<file path="src/rtl/cpu_pkg.sv">
// Shared CPU definitions: instruction field layout, opcode/funct constants
// and the instruction-queue entry payload.
package cpu_pkg;

    localparam int unsigned INST_W = 32;
    localparam int unsigned PC_W   = 32;

    // Field positions within an instruction word
    localparam int unsigned OP_MSB = 31;
    localparam int unsigned OP_LSB = 26;
    localparam int unsigned FN_MSB = 5;
    localparam int unsigned FN_LSB = 0;

    localparam logic [5:0] OP_RTYPE = 6'h00;
    localparam logic [5:0] OP_J     = 6'h02;
    localparam logic [5:0] OP_JAL   = 6'h03;
    localparam logic [5:0] OP_BEQ   = 6'h04;
    localparam logic [5:0] OP_BNE   = 6'h05;
    localparam logic [5:0] FUNCT_JR = 6'h08;

    typedef struct packed {
        logic              is_ctrl;
        logic [PC_W-1:0]   pc;
        logic [INST_W-1:0] inst;
    } iq_entry_t;

endpackage

</file>
<file path="src/rtl/ctrl_predecode.sv">
// Flags control-transfer instructions (beq, bne, j, jal, jr) from the raw word.
module ctrl_predecode
    import cpu_pkg::*;
(
    input  logic [INST_W-1:0] inst,
    output logic              is_ctrl
);

    logic [5:0]  w_op;
    logic [5:0]  w_funct;
    logic [19:0] w_unused_mid;

    assign w_op         = inst[OP_MSB:OP_LSB];
    assign w_funct      = inst[FN_MSB:FN_LSB];
    assign w_unused_mid = inst[OP_LSB-1:FN_MSB+1];

    always_comb begin
        is_ctrl = 1'b0;
        case (w_op)
            OP_J, OP_JAL, OP_BEQ, OP_BNE: is_ctrl = 1'b1;
            OP_RTYPE:                     is_ctrl = (w_funct == FUNCT_JR);
            default:                      is_ctrl = 1'b0;
        endcase
    end

endmodule

</file>
<file path="src/rtl/inst_queue.sv">
// Fetch-to-decode instruction FIFO (first-word-fall-through) with a stored
// control-transfer flag per entry and a single-cycle flush.
module inst_queue
    import cpu_pkg::*;
#(
    parameter int unsigned DEPTH = 4
) (
    input  logic                    clk,
    input  logic                    rst,
    input  logic                    in_valid,
    input  logic [PC_W-1:0]         in_pc,
    input  logic [INST_W-1:0]       in_inst,
    output logic                    in_ready,
    output logic                    out_valid,
    output logic [PC_W-1:0]         out_pc,
    output logic [INST_W-1:0]       out_inst,
    output logic                    out_is_ctrl,
    input  logic                    out_ready,
    input  logic                    flush,
    output logic [$clog2(DEPTH):0]  level
);

    localparam int unsigned PTR_W = $clog2(DEPTH);
    localparam int unsigned CNT_W = PTR_W + 1;

    iq_entry_t        r_mem [DEPTH];
    logic [PTR_W-1:0] r_head;
    logic [PTR_W-1:0] r_tail;
    logic [CNT_W-1:0] r_count;

    logic      w_is_ctrl;
    logic      w_push;
    logic      w_pop;
    iq_entry_t w_head;

    ctrl_predecode u_predecode (
        .inst    (in_inst),
        .is_ctrl (w_is_ctrl)
    );

    // Readiness ignores out_ready: a full queue never accepts, even on a pop
    assign in_ready  = rst && (r_count != CNT_W'(DEPTH));
    assign out_valid = (r_count != '0);
    assign w_push    = in_valid && in_ready && !flush;
    assign w_pop     = out_valid && out_ready && rst && !flush;

    assign w_head      = r_mem[r_head];
    assign out_pc      = w_head.pc;
    assign out_inst    = w_head.inst;
    assign out_is_ctrl = w_head.is_ctrl;
    assign level       = r_count;

    always_ff @(posedge clk) begin
        if (w_push) begin
            r_mem[r_tail] <= {w_is_ctrl, in_pc, in_inst};
        end
    end

    // Reset and flush share the same clearing effect
    always_ff @(posedge clk) begin
        if (!rst || flush) begin
            r_head  <= '0;
            r_tail  <= '0;
            r_count <= '0;
        end else begin
            if (w_push) begin
                r_tail <= r_tail + PTR_W'(1);
            end
            if (w_pop) begin
                r_head <= r_head + PTR_W'(1);
            end
            if (w_push && !w_pop) begin
                r_count <= r_count + CNT_W'(1);
            end else if (!w_push && w_pop) begin
                r_count <= r_count - CNT_W'(1);
            end
        end
    end

endmodule

</file>
<file path="config.mk">
export PLATFORM = sky130hd
export DESIGN_NAME = inst_queue
export DESIGN_NICKNAME = d
export VERILOG_FILES = /design/src/rtl/cpu_pkg.sv /design/src/rtl/ctrl_predecode.sv /design/src/rtl/inst_queue.sv
export SDC_FILE = /design/constraint.sdc
export NUM_CORES = 1
export LEC_CHECK = 0
export CORE_UTILIZATION = 58
export CTS_CLUSTER_DIAMETER = 50
export CTS_CLUSTER_SIZE = 25
export DETAILED_ROUTE_END_ITERATION = 10
export PLACE_DENSITY = 0.84
export REMOVE_ABC_BUFFERS = 1
export SETUP_SLACK_MARGIN = 0.4
export SKIP_CTS_REPAIR_TIMING = 1
export SYNTH_ARGS = -nofsm -noshare
export SYNTH_HDL_FRONTEND = slang
export SYNTH_HIERARCHICAL = 1
export SYNTH_SLANG_ARGS = --single-unit
</file>
<file path="constraint.sdc">
create_clock -name clk -period 10.31 [get_ports clk]
set_input_delay 3.093 -clock clk [delete_from_list [all_inputs] [get_ports clk]]
set_output_delay 3.093 -clock clk [all_outputs]
set_load 0.01 [all_outputs]
</file>
==> run summary <==
The flow ran to the end, and the final reports show no timing, DRC or antenna violations. The synthesized instance count is 395. The cell-internal power is between 1.5 and 2 mW. The congestion estimate from routability-driven global placement came to slightly above 0.7.

The die span in y is around 130 µm. The fraction of layout cells with a size suffix above 1 came out at 0.200. Before antenna repair, the detailed router went through 5 iterations. The count of boundary I/O pins came out at 139. The pin slew with the least headroom to its limit is ~1000 ps.

The number of synthesized flops with an enable pin came out at 260. In this run the clock root is driven by a clkbuf_16. For this run, the total global-route usage over all layers was measured as 0.198. The starting density of the core is 0.596. Measured along the x axis, the die boundary spans 133 µm.

The count of final setup violators came out at 0. The layout-stage area growth over the synthesis result is 22.4%. The total of fill cells in the finished design came out at 950. The CTS buffer count is 20. The core outline area came out at 16700 µm². The final sum of negative setup slack is 0 ps.

Counting flops with an async set or reset pin after synthesis yields a share of 0. The antenna cell count came out at 0. In the post-synthesis netlist, the biggest area contributors are edfxtp_1 78%, mux4_2 15%, dfxtp_1 1.8%.

The overall power came out at 2.12 mW. The critical path is of the in2out type. The number of max-capacitance violations reported came out at 0. The half-perimeter wire length of the detailed placement result is 9630 µm. The number of synthesized register bits is 269. The maximum number of pins on one net before global-route repair came out at 66. Setup repair after global routing left no endpoint under its margin. In the final design database the tool counted about 620 nets.

The most used flip-flop cell after synthesis is edfxtp_1. The number of antenna violations at the first check in global routing was 0. The cell type with the largest total area after synthesis is edfxtp_1. The share of the core filled with cells is 0.730. The count of final hold-check violations came out at 0. The detailed-route DRC error count came out at 0.

The portion of the clock cycle consumed by the worst path in the final layout came out at 0.712. The switching portion of total power came out at 0.198. The achievable frequency came out at approximately 140 MHz. For the worst-skew pair, the clock arrives at the later sink with an insertion delay of 500 ps. The clock share of power came out at 0.385.

In the final routed layout, each cell accounts on average for 21.8 µm. The area of the die is between 15000 and 20000 µm². The switching component of the power is about 420 µW. The area used by multi-input combinational logic is 1810 µm². The worst hold path belongs to the class reg2reg. The number of port buffers came out at 138. The sequential cell area in the final layout is ~8000 µm².

For the worst setup path, the data required time is between 7000 and 8000 ps. The most common cell after layout, fill and taps aside is edfxtp_1. The internal reg-to-reg setup slack came out at 7860 ps. The residual overflow from global routing came out at 0. The worst hold slack across all endpoints is 529 ps. The maximum VDD drop is between 0.15 and 0.2 mV.

The worst slack after detailed placement is roughly 3000 ps. The count of synthesis-stage warnings from yosys came out at 6. The post-placement cell area came out at 11500 µm². Clock-pin slew was measured on the worst setup and hold paths at 60 ps.

The smallest clock period supported by the final layout is computed as roughly 7300 ps. STA classifies the critical path startpoint as an input port. The number of levels in the clock H-tree is 1. For this design the static power due to leakage is ~3.8 nW.

The power per cell area is 174 nW/µm². The placed cell count came out at around 740. Each instance of the synthesized netlist takes up on average between 20 and 30 µm². For this design, the sink count on the clock tree is ~270. The detailed-route vias per instance is 5.79. The via count of the first global-routing pass came out at just under 5000. The sequential fraction of design power came out at 0.571. With fillers left out, the area of the finished cells amounts to 12200 µm².

The post-synthesis sequential area ratio came out at 0.802. The distinct cell type count of the synthesized netlist is 31. The clock passes through at most 3 buffers.

STA puts the critical path data arrival time at 4250 ps. TritonCTS built the clock tree. The highest fanout seen on the critical path is 2.

The total number of vias came out at 4481. The worst slew margin relative to its limit came out at 0.326. The post-route antenna net violation count came out at 0. The portion of synthesized cell area occupied by the leading cell type came out at 0.784. The clock tree skew after final layout is 27.6 ps.

The combined area of all synthesized cells came out at ~10000 µm². The count of pins over their slew limit is 0. In the layout the commonest cells are 260 x edfxtp_1, 138 x clkdlybuf4s50_1, 65 x mux4_2. The worst path setup slack after routing is approximately 3000 ps. The first-pass GRT wire length is about 26000 µm. The count of cells in the finished layout, fillers not included, comes to approximately 770.

STA classifies the critical path endpoint as an output pin. After floorplanning, the core was divided into 47 placement rows. The starting DRC count in detailed routing came out at about 260.

The relative contribution of combinational cells to total power came out at 0.043. The total length of routed wires is about 17000 µm.
metal layers:
| metal | vias up | track usage | wire [µm] |
|---|---|---|---|
| met3 | 24 | 0.0364 | 1010 |
| met4 | 0 | 0.0460 | 221 |
| met1 | 2321 | 0.265 | 6950 |
| li1 | 1970 | - | - |
| met2 | 166 | 0.341 | 8700 |
| met5 | - | 0 | 0 |
kinds of logic (layout without fill, tap and decap cells):
logic type | Yosys count | count (layout) | synth area share
fa+ha+maj | 6 | 6 | 0.00829
flops | 269 | 269 | 0.802
simple gates | 21 | 21 | 0.0138
mux | 66 | 66 | 0.148
compound gates | 9 | 9 | 0.00616
buf+inv | 19 | 178 | 0.0172
xor+xnor | 5 | 5 | 0.00440
sequential cells by signal, indices dropped and copies added (netlist names), named ones only:
name / cells
level: 3
r_head: 2
r_tail: 2
r_mem: 260
cells in the mapped netlist (2+ instances only):
| library cell | instances |
|---|---|
| and2_1 | 4 |
| inv_1 | 4 |
| edfxtp_1 | 260 |
| dfxtp_1 | 9 |
| a21oi_1 | 3 |
| mux4_2 | 65 |
| clkbuf_1 | 2 |
| buf_2 | 6 |
| or3_1 | 3 |
| nor2_1 | 5 |
| buf_12 | 5 |
| xor2_1 | 4 |
| o21ai_0 | 3 |
| ha_1 | 5 |
power groups by stage:
stage	Sequential [mW]	Combinational (mW)	Clock, mW
2_1_floorplan	1.24	0.0288	0
3_3_place_gp	1.24	0.0889	0
3_5_place_dp	1.24	0.0924	0
4_1_cts	1.21	0.0931	0.834
5_1_grt	1.21	0.0981	0.871
6_report	1.21	0.0920	0.818
path summary, 6_finish.rpt:
check,from,endpoint,cells after the start
setup reg to reg,level[0],level[2],8
hold reg to reg,r_tail[1],r_tail[1],2
setup / recovery,rst,in_ready,3
hold / removal,r_tail[1],r_tail[1],2
final cells by class:
| type | count | area share |
|---|---|---|
| timing repair buffer | 139 | 0.114 |
| tap | 220 | 0.0226 |
| multi-input combinational | 107 | 0.148 |
| inverter | 4 | 0.00123 |
| sequential | 269 | 0.656 |
| clock buffer | 21 | 0.0431 |
| clock inverter | 14 | 0.0147 |
worst max-delay path, stage by stage:
cell	delay, ps
clkdlybuf4s50_1	480
nor2b_1	130
clkdlybuf4s50_1	540
No activity file was read; power rests on OpenSTA's default activity.
